File: config.mk
export PLATFORM = sky130hd
export DESIGN_NAME = dac_serial_tx
export DESIGN_NICKNAME = d
export VERILOG_FILES = /design/src/rtl/dac_serial_tx.sv
export SDC_FILE = /design/constraint.sdc
export NUM_CORES = 1
export LEC_CHECK = 0
export CORE_AREA = 10 10 76 78
export DETAILED_ROUTE_END_ITERATION = 10
export DIE_AREA = 0 0 86 88
export PLACE_DENSITY = 0.86
export SLEW_MARGIN = 20
export SYNTH_ARGS = -nofsm -noshare
export SYNTH_HDL_FRONTEND = slang
export SYNTH_SLANG_ARGS = --single-unit
File: constraint.sdc
create_clock -name CLK -period 3.7 [get_ports CLK]
set_input_delay 0.37 -clock CLK [delete_from_list [all_inputs] [get_ports CLK]]
set_output_delay 0.37 -clock CLK [all_outputs]
set_load 0.005 [all_outputs]
File: src/rtl/dac_serial_tx.sv
// dac_serial_tx: multi-channel I2S / left-justified / TDM DAC serialiser
// with SCLK/BCLK dividers and a one-frame holding register.
module dac_serial_tx #(
  parameter int BIT_WIDTH  = 10,
  parameter int SLOT_WIDTH = 16,
  parameter int CHANNELS   = 2,
  parameter int MODE       = 0,
  parameter int BCLK_DIV   = 38,
  parameter int SCLK_DIV   = 0
) (
  input  logic                          CLK,
  input  logic                          RESET_n,
  input  logic [CHANNELS*BIT_WIDTH-1:0] IN_DATA,
  input  logic                          IN_VALID,
  output logic                          IN_READY,
  output logic                          DAC_SCLK,
  output logic                          DAC_BCLK,
  output logic                          DAC_LRCLK,
  output logic                          DAC_SDATA,
  output logic                          FRAME_START,
  output logic                          UNDERRUN
);

  localparam int DW = CHANNELS * BIT_WIDTH;
  localparam int SW = (SLOT_WIDTH > 1) ? $clog2(SLOT_WIDTH) : 1;
  localparam int CW = $clog2(CHANNELS);
  localparam int BW = (BCLK_DIV > 1) ? $clog2(BCLK_DIV) : 1;

  localparam logic [SW-1:0] BIT_LAST  = SW'(SLOT_WIDTH - 1);
  localparam logic [CW-1:0] SLOT_LAST = CW'(CHANNELS - 1);
  localparam logic [BW-1:0] BCNT_LAST = BW'(BCLK_DIV - 1);

  logic [BW-1:0] bcnt;
  logic [SW-1:0] bis;
  logic [SW-1:0] bis_nxt;
  logic [CW-1:0] slot;
  logic [CW-1:0] slot_nxt;

  logic          hold_full;
  logic [DW-1:0] hold_data;
  logic [DW-1:0] latch;
  logic [DW-1:0] latch_nxt;

  logic bclk_fall;
  logic last_bit;
  logic wrap;
  logic load;
  logic xfer;
  logic sd_nxt;
  logic lr_nxt;

  logic [SLOT_WIDTH-1:0] cur_slots [CHANNELS];
  logic [SLOT_WIDTH-1:0] nxt_slots [CHANNELS];

  assign bclk_fall = DAC_BCLK && (bcnt == BCNT_LAST);
  assign last_bit  = (bis == BIT_LAST);
  assign wrap      = last_bit && (slot == SLOT_LAST);
  assign load      = bclk_fall && wrap;
  assign xfer      = IN_VALID && !hold_full;
  assign IN_READY  = !hold_full;
  assign latch_nxt = (load && hold_full) ? hold_data : latch;

  always_comb begin
    bis_nxt  = last_bit ? '0 : bis + 1'b1;
    slot_nxt = slot;
    if (last_bit) begin
      slot_nxt = wrap ? '0 : slot + 1'b1;
    end
  end

  // Slot vectors indexed by bit position in the slot: MSB first, zero tail.
  for (genvar k = 0; k < CHANNELS; k++) begin : g_ch
    for (genvar b = 0; b < SLOT_WIDTH; b++) begin : g_bit
      if (b < BIT_WIDTH) begin : g_d
        assign cur_slots[k][b] = latch[k*BIT_WIDTH + BIT_WIDTH - 1 - b];
        assign nxt_slots[k][b] = latch_nxt[k*BIT_WIDTH + BIT_WIDTH - 1 - b];
      end else begin : g_z
        assign cur_slots[k][b] = 1'b0;
        assign nxt_slots[k][b] = 1'b0;
      end
    end
  end

  // I2S lags by one bit: the old position of the old frame is the new bit.
  if (MODE == 1) begin : g_lj
    assign sd_nxt = nxt_slots[slot_nxt][bis_nxt];
  end else begin : g_i2s
    assign sd_nxt = cur_slots[slot][bis];
  end

  if (CHANNELS == 2) begin : g_ws
    assign lr_nxt = slot_nxt[0];
  end else begin : g_fsync
    assign lr_nxt = (slot_nxt == '0) && (bis_nxt == '0);
  end

  always_ff @(posedge CLK) begin
    if (!RESET_n) begin
      bcnt     <= '0;
      DAC_BCLK <= 1'b0;
    end else if (bcnt == BCNT_LAST) begin
      bcnt     <= '0;
      DAC_BCLK <= !DAC_BCLK;
    end else begin
      bcnt <= bcnt + 1'b1;
    end
  end

  always_ff @(posedge CLK) begin
    if (!RESET_n) begin
      bis       <= BIT_LAST;
      slot      <= SLOT_LAST;
      DAC_SDATA <= 1'b0;
      DAC_LRCLK <= 1'b0;
    end else if (bclk_fall) begin
      bis       <= bis_nxt;
      slot      <= slot_nxt;
      DAC_SDATA <= sd_nxt;
      DAC_LRCLK <= lr_nxt;
    end
  end

  always_ff @(posedge CLK) begin
    if (!RESET_n) begin
      hold_full   <= 1'b0;
      hold_data   <= '0;
      latch       <= '0;
      FRAME_START <= 1'b0;
      UNDERRUN    <= 1'b0;
    end else begin
      FRAME_START <= load;
      UNDERRUN    <= load && !hold_full;
      latch       <= latch_nxt;
      if (xfer) begin
        hold_data <= IN_DATA;
        hold_full <= 1'b1;
      end else if (load) begin
        hold_full <= 1'b0;
      end
    end
  end

  if (SCLK_DIV > 0) begin : g_sclk
    localparam int SCW = (SCLK_DIV > 1) ? $clog2(SCLK_DIV) : 1;
    localparam logic [SCW-1:0] SCNT_LAST = SCW'(SCLK_DIV - 1);
    logic [SCW-1:0] scnt;
    always_ff @(posedge CLK) begin
      if (!RESET_n) begin
        scnt     <= '0;
        DAC_SCLK <= 1'b0;
      end else if (scnt == SCNT_LAST) begin
        scnt     <= '0;
        DAC_SCLK <= !DAC_SCLK;
      end else begin
        scnt <= scnt + 1'b1;
      end
    end
  end else begin : g_no_sclk
    assign DAC_SCLK = 1'b0;
  end

endmodule

-- Yosys cells after proc, flatten, opt, wreduce, memory -nomap -nowiden
Index checks and enable logic that the tools add are counted.
- logic and storage cells: 40
- register bits after elaboration: 57
- bits of input ports: 23
- muxes and demuxes: 10
- equality and inequality tests: 2
- magnitude comparators: 2
- reduce and logical (&&, ||, !) cells: 10
- add/subtract/negate cells: 3
- bitwise operators: 2
- operators by type and width (kind ; count):
    $mux W16 ; 2
    $mux W10 ; 1
    $add A6 B1 Y6 const B ; 1
    $eq A6 B6 Y1 const B ; 1
    $logic_and A1 B1 Y1 ; 6
    $lt A4 B5 Y1 const B ; 1
    $mux W1 ; 5
    $add A4 B1 Y4 const B ; 1
    $bmux W1 S4 ; 1
    $eq A4 B4 Y1 const B ; 1
    $mux W4 ; 1
    $ge A2 B2 Y1 const B ; 1
    $logic_not A1 Y1 ; 2
    $not A1 Y2 ; 1
    $reduce_bool A2 Y1 ; 1
    $reduce_or A2 Y1 ; 1
    $add A1 B1 Y1 const B ; 1
    $not A1 Y1 ; 1

-- Longest topological paths before layout
- word-level depth: 6
- depth in mapped cells: 8

-- Worst setup path before layout
OpenSTA, ideal clock, no wires.
- path kind: flip-flop to flip-flop
- start: reg bis[0]
- end: reg latch[0]
- library setup time: 116 ps
- arrival: 1572 ps
- path buffers: 1
- path slack: 2012 ps
- cell stages (with the launch flop): 9
- cell sequence: dfxtp_1 -> ha_1 -> and3_1 -> ha_1 -> and2_1 -> nand4_1 -> buf_4 -> mux2i_1 -> nor2b_1
- word-level cells in the longest chain between the ends: 4
- RTL lines (what ; line ; text):
    start: declaration ; 34 ; logic [SW-1:0] bis;
    start signal: assignment ; 116 ; bis <= bis_nxt;
    $eq A4 B4 Y1 ; 56 ; assign last_bit = (bis == BIT_LAST);
    $logic_and A1 B1 Y1 ; 57 ; assign wrap = last_bit && (slot == SLOT_LAST);
    $logic_and A1 B1 Y1 ; 58 ; assign load = bclk_fall && wrap;
    $logic_and A1 B1 Y1 ; 61 ; assign latch_nxt = (load && hold_full) ? hold_data : latch;
    end signal: assignment ; 133 ; latch <= latch_nxt;
    end: declaration ; 41 ; logic [DW-1:0] latch;
No other way between the ends.
A chain may end at the register's enable or synchronous reset.

-- Worst setup path in the final report
Same ends and word-level chain as after synthesis.

==> run_results.csv <==
group,metric,value,unit
run_status,status,"finished clean",
sta,post-route-min-period,2.703,ns
worst_setup_path,worst_setup_path_end_kind,"flop",
final_layout,layout_common_cells,"dfxtp_1 (57), nand2_1 (54), clkdlybuf4s50_1 (28)",
yosys,syn_area_per_cell,9.582,µm²
sta,slew_violations,0,
global_route,grt_pass1_wl,8.183,mm
power_and_ir_drop,peakVddDrop,0.0002418,V
floorplan,ios,30,
final_layout,multi_input_area,1152,µm²
final_layout,antenna_cells,0,
global_route,grt_start_max_net_pins,37,
worst_setup_path,required,3.92,ns
yosys,ys_seq_area_share,47.82,%
clocking,tritoncts,"yes",
sta,max_slew.worst_pin.slew,1.030,ns
global_route,grt_pass1_vias,1787,
power_and_ir_drop,clkPwrFrac,39.5,%
yosys,ys_ff_latch,57,
floorplan,rows,24,
worst_setup_path,r2r_end,"latch[0]",
floorplan,die_h,88,µm
worst_setup_path,ff2ff_path_depth,8,
worst_setup_path,path_max_fanout,12,
sta,relSlewSlack,31.14,%
global_route,grt.overflow.total,0,
power_and_ir_drop,p_comb_share,6.0,%
clocking,cts_max_level,3,
clocking,worstSkewPairLatency,0.33,ns
detailed_routing,vias,1716,
yosys,ys_warn_count,0,
yosys,ys_types,35,
clocking,cts_hold_buf,0,
final_layout,num-fill-cells,344,
placed_design,port_buffers,28,
power_and_ir_drop,power,1.174,mW
worst_hold_path,hold-path-cell-count,2,
sta,fin_skew,0.004394,ns
sta,max_freq,369.9,MHz
global_route,grtUsageTotal,13.38,%
yosys,synthesis.area,2386,µm²
placed_design,gp_congestion,0.8209,
clocking,cts_sinks,57,
global_route,antenna_found_initial,0,
power_and_ir_drop,power.leakage,1.222,nW
detailed_routing,drtIter0Drc,112,
flow_run,maxCapViolations,0,
clocking,clk_pin_slew,0.06,ns
floorplan,start_util,55.57,%
detailed_routing,drt-pass1-iter-count,4,
final_layout,nets,302,
clocking,postCtsSetupRepairBufs,0,
floorplan,die_w,86,µm
detailed_routing,drt_wl_total,4.524,mm
yosys,synth_cells,249,
floorplan,dieArea,7568,µm²
worst_setup_path,critPathKind,"flop to flop",
detailed_routing,via_per_inst,5.169,
power_and_ir_drop,pwr_density_cell,415.8,nW/µm²
power_and_ir_drop,switching_share,22.65,%
worst_hold_path,hold_end,"hold_data[6]",
final_layout,seqCellArea,1141,µm²
placed_design,dp_hpwl,3.193,mm
yosys,ys.flop_type,"dfxtp_1",
final_layout,final_common_cell,"dfxtp_1",
yosys,async_flop_share,0,%
final_layout,syn2layout_area_growth,18.35,%
clocking,cts_buffer_depth,2,
detailed_routing,ant_nets,0,
sta,tns,0,ns
sta,grt_setup_unrepaired,"no",
worst_setup_path,critPathLaunchType,"flop",
clocking,post_cts_resize_count,0,
yosys,syn-num-nets,276,
worst_setup_path,ff2ff_setup_slack,1.0,ns
worst_hold_path,hp-start,"hold_data[6]",
worst_setup_path,crit_arrival,2.92,ns
final_layout,drive_gt1_share,7.857,%
clocking,numCtsBuffers,9,
power_and_ir_drop,switchingPower,0.2660,mW
power_and_ir_drop,pwr-share-seq,54.5,%
detailed_routing,wire_per_inst,13.63,µm
sta,hold_ws,0.4659,ns
power_and_ir_drop,intPower,0.9083,mW
sta,hold_viol,0,
yosys,synth-edff-count,0,
worst_setup_path,reg2reg_from,"bis[0]",
sta,final-setup-viol-count,0,
worst_hold_path,min_path_type,"flop to flop",
detailed_routing,drc,0,
sta,post-route-period-util,73.06,%
floorplan,coreArea,4294,µm²
clocking,cts_root_buffer,"clkbuf_8",
==> flip-flops by register name, indices dropped and copies added (netlist names) <==
name         cells
bcnt             6
DAC_BCLK         1
hold_data       20
DAC_SDATA        1
slot             1
UNDERRUN         1
bis              4
FRAME_START      1
DAC_LRCLK        1
latch           20
hold_full        1
==> metal layers <==
| layer | share of wire, % | GRT usage [%] | up-vias |
|---|---|---|---|
| met5 | 0 | 0 | - |
| met4 | 2.5 | 9.880 | 0 |
| met3 | 3.7 | 4.178 | 11 |
| li1 | - | - | 883 |
| met2 | 48 | 21.10 | 36 |
| met1 | 46 | 14.96 | 786 |
==> cells in the mapped netlist (3+ instances only) <==
master    number  area, µm²
a21boi_0      21      157.7
and2_1         4      25.02
and3_1         4      25.02
buf_4          4      30.03
clkbuf_1       9      33.78
dfxtp_1       57       1141
ha_1           4      50.05
mux2i_1       22      220.2
mux4_2         3      67.56
nand2_1       54      202.7
nand3_1        6      30.03
nor2_1         7      26.28
nor2b_1       22      137.6
xnor2_1        4      35.03
==> kinds of logic (layout without fill, tap and decap cells) <==
family                   Yosys count  count (layout)  share of synthesized area, %
other                              1               1                        0.1572
multiplexers                      27              27                         13.00
flip-flops                        57              57                         47.82
adder cells (fa/ha/maj)            4               4                         2.098
AO/OA/AOI/OAI                     31              31                         9.386
XOR/XNOR                           6               6                         2.202
buffers and inverters             18              49                         3.880
AND/OR/NAND/NOR                  105             105                         21.45
==> stage by stage <==
step                      utilization [%]  worst slack [ns]  instances  instance area, µm²
after floorplan                         -             2.012        249                2386
after global placement              62.15             1.121        316                2669
after detailed placement            62.15            0.9936        316                2669
after CTS                           65.76            0.9620        332                2824
after global routing                65.76            0.7460        332                2824
final                               65.76            0.9969        332                2824
==> worst max-delay path, stage by stage (launching register included) <==
cell and delay [ns]:
dfxtp_1 0.63, ha_1 0.28, and3_1 0.18, ha_1 0.15, and2_1 0.14, nand4_1 0.52, buf_4 0.43, mux2i_1 0.18
nor2b_1 0.07
==> worst max-delay path by stage <==
| stage | startpoint | end | cells past startpoint |
|---|---|---|---|
| floorplan | bis[0] | latch[0] | 8 |
| global placement | bis[0] | latch[8] | 8 |
| detailed placement | bis[0] | latch[4] | 8 |
| CTS | bis[0] | latch[0] | 8 |
| global route | bis[0] | latch[4] | 8 |
| finish | bis[0] | latch[0] | 8 |
==> area by class of cell <==
type                       count  share of cell area [%]
inverter                       2                  0.2658
multi-input combinational    174                   40.81
tap                           52                   2.304
clock inverter                 4                  0.7089
clock buffer                  12                   4.785
sequential                    57                   40.41
timing repair buffer          31                   10.72
==> power by group through the flow <==
stage	logic (mW)	registers, mW	clock network, mW
after global placement	0.0703	0.652	0
final	0.0710	0.640	0.464
after floorplan	0.0387	0.650	0
after CTS	0.0722	0.640	0.477
after detailed placement	0.0717	0.653	0
after global routing	0.0807	0.642	0.507
(Power assumes the default switching activity.)
